`src/rtl/fetch_rf_wr_ctrl_pkg.sv`:
```
// fetch_rf_wr_ctrl_pkg: fetch buffer geometry, FSM encoding and row address wrap helper.
package fetch_rf_wr_ctrl_pkg;
    localparam int PIXEL_WIDTH   = 8;
    localparam int ROW_PIX       = 96;
    localparam int BEAT_PIX      = 16;
    localparam int ADDR_W        = 7;
    localparam int ROW_DEPTH     = 96;
    localparam int BEATS_PER_ROW = ROW_PIX / BEAT_PIX;
    localparam int BEAT_W        = BEAT_PIX * PIXEL_WIDTH;
    localparam int ROW_W         = ROW_PIX * PIXEL_WIDTH;

    typedef enum logic [1:0] {
        IDLE  = 2'd0,
        FILL  = 2'd1,
        WRITE = 2'd2,
        DONE  = 2'd3
    } state_t;

    function automatic logic [ADDR_W-1:0] next_addr(input logic [ADDR_W-1:0] a);
        return (a == ADDR_W'(ROW_DEPTH - 1)) ? '0 : a + 1'b1;
    endfunction
endpackage

```
`src/rtl/fetch_rf_wr_ctrl.sv`:
```
// fetch_rf_wr_ctrl: packs six 16-pixel beats per row and writes rows into the single-port fetch buffer.
module fetch_rf_wr_ctrl
    import fetch_rf_wr_ctrl_pkg::*;
(
    input  logic                clk,
    input  logic                rstn,
    input  logic                start_i,
    input  logic [ADDR_W-1:0]   base_addr_i,
    input  logic [ADDR_W-1:0]   row_num_i,
    input  logic                beat_valid_i,
    input  logic [BEAT_W-1:0]   beat_data_i,
    output logic                beat_ready_o,
    input  logic                rd_busy_i,
    output logic                wrif_en_o,
    output logic [ADDR_W-1:0]   wrif_addr_o,
    output logic [ROW_W-1:0]    wrif_data_o,
    output logic                busy_o,
    output logic                done_o
);
    state_t              r_state;
    state_t              w_next;
    logic [2:0]          r_beat_cnt;
    logic [ADDR_W-1:0]   r_rows_left;
    logic [ADDR_W-1:0]   r_wr_addr;
    logic [ROW_W-1:0]    r_row;
    logic                w_beat_acc;
    logic                w_last_beat;
    logic                w_wr_done;

    assign w_beat_acc  = (r_state == FILL) && beat_valid_i;
    assign w_last_beat = (r_beat_cnt == 3'(BEATS_PER_ROW - 1));
    // The reader owns the port whenever rd_busy_i is high, so a row write only lands in a free cycle.
    assign w_wr_done   = (r_state == WRITE) && !rd_busy_i;

    always_comb begin
        w_next = r_state;
        case (r_state)
            IDLE:    if (start_i) w_next = (row_num_i == '0) ? DONE : FILL;
            FILL:    if (w_beat_acc && w_last_beat) w_next = WRITE;
            WRITE:   if (w_wr_done) w_next = (r_rows_left == ADDR_W'(1)) ? DONE : FILL;
            default: w_next = IDLE;
        endcase
    end

    always_ff @(posedge clk) begin
        if (!rstn) begin
            r_state     <= IDLE;
            r_beat_cnt  <= '0;
            r_rows_left <= '0;
            r_wr_addr   <= '0;
            r_row       <= '0;
        end else begin
            r_state <= w_next;
            if (r_state == IDLE && start_i) begin
                r_wr_addr   <= base_addr_i;
                r_rows_left <= row_num_i;
                r_beat_cnt  <= '0;
            end
            if (w_beat_acc) begin
                r_row[int'(r_beat_cnt) * BEAT_W +: BEAT_W] <= beat_data_i;
                r_beat_cnt <= w_last_beat ? '0 : r_beat_cnt + 3'd1;
            end
            if (w_wr_done) begin
                r_rows_left <= r_rows_left - ADDR_W'(1);
                r_wr_addr   <= next_addr(r_wr_addr);
            end
        end
    end

    assign beat_ready_o = (r_state == FILL);
    assign wrif_en_o    = w_wr_done;
    assign wrif_addr_o  = r_wr_addr;
    assign wrif_data_o  = r_row;
    assign busy_o       = (r_state != IDLE);
    assign done_o       = (r_state == DONE);

    always_ff @(posedge clk) begin
        if (rstn && start_i) begin
            assert (base_addr_i < ADDR_W'(ROW_DEPTH));
            assert (row_num_i <= ADDR_W'(ROW_DEPTH));
        end
    end
endmodule

```
`config.mk`:
```
export PLATFORM = sky130hd
export DESIGN_NAME = fetch_rf_wr_ctrl
export DESIGN_NICKNAME = d
export VERILOG_FILES = /design/src/rtl/fetch_rf_wr_ctrl_pkg.sv /design/src/rtl/fetch_rf_wr_ctrl.sv
export SDC_FILE = /design/constraint.sdc
export NUM_CORES = 2
export LEC_CHECK = 0
export ABC_AREA = 1
export CORE_AREA = 2 2 357 359
export DETAILED_ROUTE_END_ITERATION = 7
export DIE_AREA = 0 0 359 361
export PLACE_DENSITY = 0.47
export SETUP_SLACK_MARGIN = 0.3
export SYNTH_ARGS = -nofsm -noshare
export SYNTH_HDL_FRONTEND = slang
export SYNTH_SLANG_ARGS = --single-unit
```
`constraint.sdc`:
```
create_clock -name clk -period 2.85 [get_ports clk]
set_input_delay 0.57 -clock clk [delete_from_list [all_inputs] [get_ports clk]]
set_output_delay 0.57 -clock clk [all_outputs]
set_load 0.005 [all_outputs]
```
==> impl_metrics.py <==
metrics = {
    "status": {
        "status": "completed",
    },
    "clock_tree": {
        "clock-sinks": 787,
        "cts_made_buffers": 95,
        "cts_tree": "built",
        "clockRootBuffer": "clkbuf_16",
        "ctsHoldBuffers": 0,
        "clock_path_buffers": 3,
        "htreeDepth": 3,
        "clk_pin_slew_worst_paths_ps": 50,
        "clk_latency_ps": 720,
    },
    "layout": {
        "final_layout_size_suffix_gt1_share_pct": 5.52,
        "area_growth_pct": 47.3,
        "stdcell_count": 6776,
        "nFillCells": 13300,
        "fin_nets": 5206,
    },
    "die": {
        "rows": 130,
        "fp.dieH_um": 361,
        "initial_core_util_pct": 24.5,
        "die-area_sq_um": 130000,
        "chipWidth_um": 359,
        "pin_count": 926,
        "core_sq_um": 125000,
    },
    "synth": {
        "synth_top_area_share_pct": 51.3,
        "syn_area_sq_um": 30700,
        "yosysMostFrequentCell": "nor2_1",
        "synth.area.top_cells": "dfxtp_1, nor2_1, o21ai_0, nand2_1, a21oi_1",
        "synth_cells": 4275,
        "synth_edf_count": 0,
        "ys_types": 33,
        "synth_ff_type": "dfxtp_1",
        "syn_avg_cell_area_sq_um": 7.19,
        "async_flop_share_pct": 0,
        "yosys.area.top_type": "dfxtp_1",
        "synth_seq_cells": 787,
        "yosys_warnings": 0,
        "seq_area_frac_synth_pct": 51.3,
        "synth_nets": 4432,
        "synthTopCellsByCount": "nor2_1, dfxtp_1, o21ai_0",
    },
    "worst_setup_path": {
        "critPathSlowestCell": "clkdlybuf4s50_1",
        "critical_path_class": "flip-flop to primary output",
        "crit_required_ps": 2280,
        "rrSetupSlack_ps": 480,
        "crit_buf_inv": 3,
        "cp-start-kind": "flip-flop",
        "path_cells": "inv_2, buf_4, nand2_1, clkdlybuf4s50_1",
        "crit_path_end_kind": "primary output",
        "worstPathMaxFanout": 4,
        "crit_family": "buffers and inverters",
        "cp_data_arrival_time_ps": 1870,
        "critPathMaxStageDelay_ps": 510,
    },
    "job": {
        "drv_cap": 0,
    },
    "placement": {
        "place.port_buffers": 925,
        "place_congestion": 0.832,
        "dp_cells": 6600,
        "dp_hpwl_um": 104000,
    },
    "global_route": {
        "grt_pass1_vias": 29400,
        "grt_max_degree": 134,
        "grt_antenna_before_repair": 5,
        "grt_pass1_wl_um": 212000,
        "gr-total-overflow": 0,
        "grt_use_total_pct": 21.7,
    },
    "timing": {
        "max_slew_margin_pct": 45.9,
        "hold_viol": 0,
        "finalSetupTns_ps": 0,
        "slew_viol_final": 0,
        "period_share_pct": 85.8,
        "timing.final.crit_period_ps": 2440,
        "setup_viol": 0,
        "rsz0062_at_grt": "yes",
        "tightest_slew_ps": 811,
        "finalClockSkew_ps": 56.4,
        "fmax_mhz": 409,
    },
    "worst_hold_path": {
        "hold_class": "input port to flip-flop",
    },
    "route": {
        "dr.pass1.iters": 6,
        "avgViaCountPerCell": 4.57,
        "dr_total_vias": 31000,
        "post_drt_wl_per_cell_um": 21.9,
        "drc": 0,
        "drtIter0Drc": 2045,
        "ant_nets": 0,
        "wl_um": 148000,
    },
    "pwr": {
        "leakage_uw": 0.0169,
        "irDropWorstVdd_v": 0.000431,
        "powerDensity_nw_per_um2": 622,
    },
}
[through the flow]
step                      instance area (sq um)  util [%]  hold slack, ps  power [uW]  setup WS (ps)
after global routing                      45300      36.1             290       29300            285
after CTS                                 45200      36.0             271       28500            321
after detailed placement                  42000      33.5             434       15900            245
after floorplan                           30700         -             440       13700            622
final                                     45300      36.1             282       28200            406
after global placement                    42000      33.5             431       15900            276
[routing by layer]
layer  vias to the layer above  share of wire, %  GRT usage, %
met5                         -             0.021             0
met4                         6               3.0          6.29
met3                       176               7.0          6.50
met2                       902                48          37.4
met1                     14600                42          26.1
li1                      15200                 -             -
[state kept, by name (all words and copies together) (netlist names)]
| register | cells |
|---|---|
| wrif_addr_o | 7 |
| r_beat_cnt | 3 |
| r_state | 2 |
| r_rows_left | 7 |
| wrif_data_o | 768 |
[path summary, 6_finish.rpt]
kind,startpoint,endpoint,cells past startpoint
setup reg to reg,r_beat_cnt[1],wrif_data_o[207],10
hold / removal,rstn,wrif_data_o[1],3
hold reg to reg,wrif_data_o[711],wrif_data_o[711],2
setup / recovery,r_state[0],busy_o,4
[report_power, final]
part,internal [uW],switching [uW],total (uW)
sequential,11400,236,11600
clock,7260,5230,12500
combinational,1540,2500,4040
total,20200,7960,28200
[kinds of logic after synthesis]
| family | Yosys count | synth area share [%] |
|---|---|---|
| adder cells (fa/ha/maj) | 10 | 0.407 |
| XOR/XNOR | 4 | 0.114 |
| AO/OA/AOI/OAI | 1036 | 16.9 |
| flip-flops | 787 | 51.3 |
| buffers and inverters | 569 | 7.55 |
| AND/OR/NAND/NOR | 1869 | 23.8 |
[cell type report]
type                            count  area, sq um  area share (%)
Timing Repair Buffer             1024        10600            23.5
Clock buffer                      139         2780            6.15
Inverter                          222          861            1.90
Multi-Input combinational cell   2919        12700            28.2
Antenna cell                        1         2.50         0.00553
Clock inverter                     34          412           0.909
Tap cell                         1650         2060            4.56
Sequential cell                   787        15800            34.8
[what timing repair did]
item,4_1_cts,5_1_grt
cloned,0,1
setup endpoints to repair,1,97
pin swaps,0,0
hold endpoints to repair,0,0
setup buffers,0,1
resized for setup,1,6
[worst register-to-register path: stages, from the launching register on]
cell     delay (ps)
dfxtp_1         390
inv_1           140
ha_4            180
ha_1            320
nand2_2         220
nor3_4           60
buf_4           170
inv_8           260
buf_4           370
nor2_1           90
nor2_1          110
[cell usage in the layout (no fill, tap or decap), drive strengths merged, types with 3 or more instances in the layout]
cell type,instances
nor3,74
inv,227
ha,10
bufinv,5
clkinv,21
clkbuf,140
o21ai,698
a21oi,329
clkdlybuf4s50,924
dfxtp,787
buf,99
nand4,6
nor2,1235
nand2,459
clkinvlp,3
xor2,3
nand3,92
a31oi,6
Note: power is estimated with default switching activity, not from simulation.
